--- src/rtl/ym_slot_pkg.sv ---
// Shared definitions for the time-multiplexed slot counter bank and the
// per-channel logic around it.
//   YM_SLOT_DEF_WIDTH / YM_SLOT_DEF_DEPTH : default counter width / slot count
//   slot_w()                              : slot index width for a given depth
//   slot_t                                : slot index type at default depth
//   cnt_mode_e                            : adder mode decoded from {dec, c_in}
package ym_slot_pkg;

  localparam int unsigned YM_SLOT_DEF_WIDTH = 4;
  localparam int unsigned YM_SLOT_DEF_DEPTH = 6;

  // Index width for a ring of 'depth' slots; never narrower than one bit.
  function automatic int unsigned slot_w(input int unsigned depth);
    return (depth < 2) ? 1 : $clog2(depth);
  endfunction

  localparam int unsigned YM_SLOT_DEF_SW = slot_w(YM_SLOT_DEF_DEPTH);

  typedef logic [YM_SLOT_DEF_SW-1:0] slot_t;

  typedef enum logic [1:0] {
    MODE_HOLD0 = 2'b00,  // dec=0, c_in=0: hold, carry 0
    MODE_INC   = 2'b01,  // dec=0, c_in=1: increment
    MODE_DEC   = 2'b10,  // dec=1, c_in=0: decrement, carry 0 means borrow
    MODE_HOLD1 = 2'b11   // dec=1, c_in=1: hold, carry 1
  } cnt_mode_e;

endpackage

--- src/rtl/ym_slot_cnt_next.sv ---
// Shared adder of the slot counter bank: purely combinational.
// Computes the next value of the slot currently at the ring tail.
//   val      : current tail value
//   c_in     : carry / increment input
//   dec      : add all-ones (decrement mode)
//   load     : use load_val instead of val as the adder base
//   load_val : parallel load value
//   clr      : force next value to zero (dominates load and saturation)
//   next_val : value to be staged for this slot
//   c_out    : raw adder carry
// Option: define YM_SLOT_CNT_SAT_EN for saturating instead of wrapping
// arithmetic; c_out stays the raw carry either way.
module ym_slot_cnt_next
  import ym_slot_pkg::*;
#(
  parameter int unsigned WIDTH = YM_SLOT_DEF_WIDTH
) (
  input  logic [WIDTH-1:0] val,
  input  logic             c_in,
  input  logic             dec,
  input  logic             load,
  input  logic [WIDTH-1:0] load_val,
  input  logic             clr,
  output logic [WIDTH-1:0] next_val,
  output logic             c_out
);

  logic [WIDTH-1:0] base;
  logic [WIDTH-1:0] addend;
  logic [WIDTH:0]   sum;
`ifdef YM_SLOT_CNT_SAT_EN
  cnt_mode_e        mode;
`endif

  always_comb begin
    base     = load ? load_val : val;
    addend   = dec ? '1 : '0;
    sum      = {1'b0, base} + {1'b0, addend} + {{WIDTH{1'b0}}, c_in};
    c_out    = sum[WIDTH];
    next_val = sum[WIDTH-1:0];
`ifdef YM_SLOT_CNT_SAT_EN
    mode = cnt_mode_e'({dec, c_in});
    case (mode)
      MODE_INC: if (c_out)  next_val = '1;  // overflow pins at max
      MODE_DEC: if (!c_out) next_val = '0;  // borrow pins at zero
      default:  ;
    endcase
`endif
    if (clr) next_val = '0;
  end

endmodule

--- src/rtl/ym_slot_cnt_ring.sv ---
// Time-multiplexed counter bank: DEPTH independent WIDTH-bit counters
// circulate through a ring shift register and share one adder.
//   MCLK     : master clock, rising edge
//   rst      : synchronous active-high reset (overrides c1/c2)
//   c1       : phase-1 enable, stage <= next value of the tail slot
//   c2       : phase-2 enable, shift ring, stage -> head, advance slot index
//   c_in     : carry / increment for the current slot
//   dec      : decrement mode (add all-ones)
//   load     : replace tail value with load_val before the add
//   load_val : parallel load value
//   clr      : force next value to zero, dominates load
//   sync     : on a c2 cycle, relabel the slot index to 0
//   val      : current slot value (ring tail)
//   c_out    : adder carry for the current slot
//   slot     : index of the slot at the tail
//   wrap     : slot == DEPTH-1
// Option: YM_SLOT_CNT_SAT_EN selects saturating arithmetic in the adder.
module ym_slot_cnt_ring
  import ym_slot_pkg::*;
#(
  parameter int unsigned WIDTH = YM_SLOT_DEF_WIDTH,
  parameter int unsigned DEPTH = YM_SLOT_DEF_DEPTH,
  parameter int unsigned SW    = slot_w(DEPTH)
) (
  input  logic             MCLK,
  input  logic             rst,
  input  logic             c1,
  input  logic             c2,
  input  logic             c_in,
  input  logic             dec,
  input  logic             load,
  input  logic [WIDTH-1:0] load_val,
  input  logic             clr,
  input  logic             sync,
  output logic [WIDTH-1:0] val,
  output logic             c_out,
  output logic [SW-1:0]    slot,
  output logic             wrap
);

  logic [WIDTH-1:0] ring_q [DEPTH];
  logic [WIDTH-1:0] ring_d [DEPTH];
  logic [WIDTH-1:0] stage_q, stage_d;
  logic [SW-1:0]    slot_q, slot_d;
  logic [WIDTH-1:0] next_val;

  ym_slot_cnt_next #(
    .WIDTH(WIDTH)
  ) u_next (
    .val      (ring_q[DEPTH-1]),
    .c_in     (c_in),
    .dec      (dec),
    .load     (load),
    .load_val (load_val),
    .clr      (clr),
    .next_val (next_val),
    .c_out    (c_out)
  );

  assign val  = ring_q[DEPTH-1];
  assign slot = slot_q;
  assign wrap = (slot_q == SW'(DEPTH-1));

  // c1 and c2 together are legal: the shift uses the pre-edge stage while
  // stage simultaneously captures the adder result of the pre-edge tail.
  always_comb begin
    ring_d  = ring_q;
    stage_d = stage_q;
    slot_d  = slot_q;
    if (c1) stage_d = next_val;
    if (c2) begin
      ring_d[0] = stage_q;
      for (int unsigned i = 1; i < DEPTH; i++) ring_d[i] = ring_q[i-1];
      if (sync || (slot_q == SW'(DEPTH-1))) slot_d = '0;
      else                                  slot_d = slot_q + SW'(1);
    end
  end

  always_ff @(posedge MCLK) begin
    if (rst) begin
      ring_q  <= '{default: '0};
      stage_q <= '0;
      slot_q  <= '0;
    end else begin
      ring_q  <= ring_d;
      stage_q <= stage_d;
      slot_q  <= slot_d;
    end
  end

endmodule

--- config.mk ---
export PLATFORM = sky130hd
export DESIGN_NAME = ym_slot_cnt_ring
export DESIGN_NICKNAME = d
export VERILOG_FILES = /design/src/rtl/ym_slot_pkg.sv /design/src/rtl/ym_slot_cnt_next.sv /design/src/rtl/ym_slot_cnt_ring.sv
export SDC_FILE = /design/constraint.sdc
export NUM_CORES = 1
export LEC_CHECK = 0
export ABC_AREA = 1
export CAP_MARGIN = 30
export CELL_PAD_IN_SITES_DETAIL_PLACEMENT = 1
export CELL_PAD_IN_SITES_GLOBAL_PLACEMENT = 2
export CORE_ASPECT_RATIO = 1.2
export CORE_MARGIN = 1
export CORE_UTILIZATION = 30
export CTS_CLUSTER_DIAMETER = 150
export DETAILED_ROUTE_END_ITERATION = 8
export PLACE_DENSITY = 0.77
export SLEW_MARGIN = 20
export SYNTH_ARGS = -nofsm -noshare
export SYNTH_HDL_FRONTEND = slang
export SYNTH_HIERARCHICAL = 1
export SYNTH_SLANG_ARGS = --single-unit
--- constraint.sdc ---
create_clock -name MCLK -period 4.4 [get_ports MCLK]
set_clock_uncertainty 0.1 [all_clocks]
set_input_delay 1.32 -clock MCLK [delete_from_list [all_inputs] [get_ports MCLK]]
set_output_delay 1.32 -clock MCLK [all_outputs]
set_load 0.05 [all_outputs]
==> metrics.cfg <==
[floorplan]
chipHeight_um=77.5
dieArea_um2=5030
coreArea_um2=4560
row_count=27
initial_utilization=0.312
die_x_um=64.9
ios=22

[finish]
diodes=0
syn_to_final_growth_pct=20.8
utilization=0.377
finish.net_count=224
design_area_um2=1720
drive_above_1_share=0.103

[routing]
drc=0
via_count=1178
drtIter0Drc=19
routedWlPerCell_um=11.5
routed_via_density=4.50
drt-total-wl_um=3010
drtAntennaViolNets=0
dr.pass1.iters=4

[synth]
synth_top_area_cell=dfxtp_1
synth_warnings=6
synth_most_common_cell=nor2_1
synth_fp_nets=204
ys.flop_type=dfxtp_1
synth_top_area_share=0.436
synth-edff-count=0
ys_ff_latch=31
ys_types=18
async_reset_ff_frac=0
ys_top_cells_by_area=dfxtp_1, nor2_1, o21ai_0
avgSynthCellArea_um2=7.74
synthTopCellsByCount=nor2_1, dfxtp_1, o21ai_0
synthCells=184
seq_area_frac_synth=0.436
syn-cell-area_um2=1420

[clocking]
clock_path_buffers=2
cts_tree=built
cts-htree-levels=2
post-cts-setup-buffers=0
postCtsHoldBufs=0
clk_latency_ns=0.27
root_buffer=clkbuf_8
clk_pin_slew_ns=0.06
numCtsBuffers=5
clock-sinks=31

[setup_path]
cp.arrival_ns=2.89
crit_cells=7
crit_family=buffers and inverters
cp.required_ns=2.98
critPathMaxStageDelay_ns=0.39
cp_cell_sequence=clkdlybuf4s50_1, mux2_2, fa_1, inv_1, fa_1, o21ai_1, buf_4
r2r_setup_slack_ns=2.49
timing.critical_path.to=c_out
reg2reg_to=stage_q[1]$_SDFFE_PP0P_
worstRegToRegCells=7
crit_path_max_fanout=2
timing.critical_path.mode_cell=fa_1
end_kind=output pin
cp-start-kind=input port
crit_type=input port to output pin
crit_start=load_val[0]
cp_slowest_cell=clkdlybuf4s50_1
rr_startpoint=val[0]$_SDFFE_PP0P_
path_buf_inv=3

[grt]
grt_pass1_wl_um=5130
use_met3=0.0353
grt_use_total=0.134
grt_overflow=0
grt_pass1_vias=1192
gr-usage-met1=0.136
use_met2=0.245
grt_antenna_before_repair=0
grt_max_degree=30
gr-max-usage-layer=met2

[place]
io_buffers=21
gp_congestion=0.721
dp.final_hpwl_um=2220
placedInstanceArea_um2=1630
dp_slack_ns=-0.191

[pwr]
peakVddDrop_mv=0.172
p_per_area_nw_per_um2=372
power.leakage_nw=0.763

[status]
status=completed

[sta]
worstMarginPinSlew_ns=0.695
period_minus_slack_ns=4.31
final-hold-violation-count=0
slew_headroom=0.536
final.period_utilization=0.981
setup_viol=0
final.setup.worst_slack_ns=0.0858
fin_tns_setup_ns=0
rsz0062_at_grt=no
clock.fmax_ghz=0.232
slew_viol_final=0
fin_hold_ws_ns=0.382

[worst_hold_path]
hp-class=flip-flop to flip-flop

[run]
max_cap_viol_count=0

[tightest hold or removal path: cells and delay by family (launching register included)]
kind | cells | cell delay (ns)
DFF | 1 | 0.32
and+or+nand+nor | 2 | 0.13
[layout make-up]
type | instances | area [µm²]
Fill cell | 572 | 2840
Multi-Input combinational cell | 125 | 632
Sequential cell | 31 | 621
Timing Repair Buffer | 25 | 240
Clock buffer | 6 | 82.6
Tap cell | 58 | 72.6
Inverter | 16 | 67.6
Clock inverter | 1 | 5.00
[stage by stage]
stage / instances / total power [mW]
floorplan: 184 / 0.395
global placement: 254 / 0.425
detailed placement: 255 / 0.431
CTS: 262 / 0.656
global route: 262 / 0.680
finish: 262 / 0.640
[cell usage in the layout, fill, tap and decap left out]
cell type        instances
nor2_1                  58
dfxtp_1                 31
o21ai_0                 25
clkdlybuf4s50_1         19
inv_1                   15
nand2_1                 14
o21ai_1                  7
clkbuf_8                 6
nor2_2                   5
ha_1                     5
buf_4                    4
mux2_2                   3
a21oi_1                  3
nand3_1                  2
fa_1                     2
inv_8                    1
xnor2_1                  1
clkinv_2                 1
dlygate4sd2_1            1
buf_6                    1
[sequential cells by signal, summed over array words and instances, names as in the netlist]
signal	cells
ring_q	20
stage_q	4
val	4
slot	3
[report_power, final]
part           internal (mW)  switching (mW)
Clock                  0.122          0.0955
Combinational         0.0470          0.0663
Sequential             0.299          0.0103
[layer usage]
metal | vias up | share of wire | wire length [µm]
li1 | 609 | - | -
met1 | 543 | 0.43 | 1290
met2 | 21 | 0.51 | 1530
met3 | 5 | 0.041 | 122
met4 | 0 | 0.023 | 68
met5 | - | 0 | 0
[logic make-up after synthesis]
kind of cell / share of synthesized area
AO/OA/AOI/OAI: 0.123
XOR/XNOR: 0.00615
adder cells (fa/ha/maj): 0.0721
buffers and inverters: 0.120
flip-flops: 0.436
multiplexers: 0.0237
AND/OR/NAND/NOR: 0.219
[what timing repair did]
action | 4_1_cts | 5_1_grt
resized for setup | 1 | 0
setup endpoints to repair | 1 | 0
hold endpoints to repair | 0 | 0
[how the worst min path moves through the flow]
stage                              end               startpoint  cells after the start
6_report       ring_q[11]$_SDFFE_PP0P_  ring_q[15]$_SDFFE_PP0P_                      2
5_1_grt         ring_q[7]$_SDFFE_PP0P_  ring_q[11]$_SDFFE_PP0P_                      2
4_1_cts        ring_q[11]$_SDFFE_PP0P_  ring_q[15]$_SDFFE_PP0P_                      2
3_5_place_dp       val[3]$_SDFFE_PP0P_   ring_q[7]$_SDFFE_PP0P_                      2
3_3_place_gp    ring_q[9]$_SDFFE_PP0P_  ring_q[13]$_SDFFE_PP0P_                      2
2_1_floorplan      val[3]$_SDFFE_PP0P_   ring_q[7]$_SDFFE_PP0P_                      2
No activity file was read; power rests on OpenSTA's default activity.
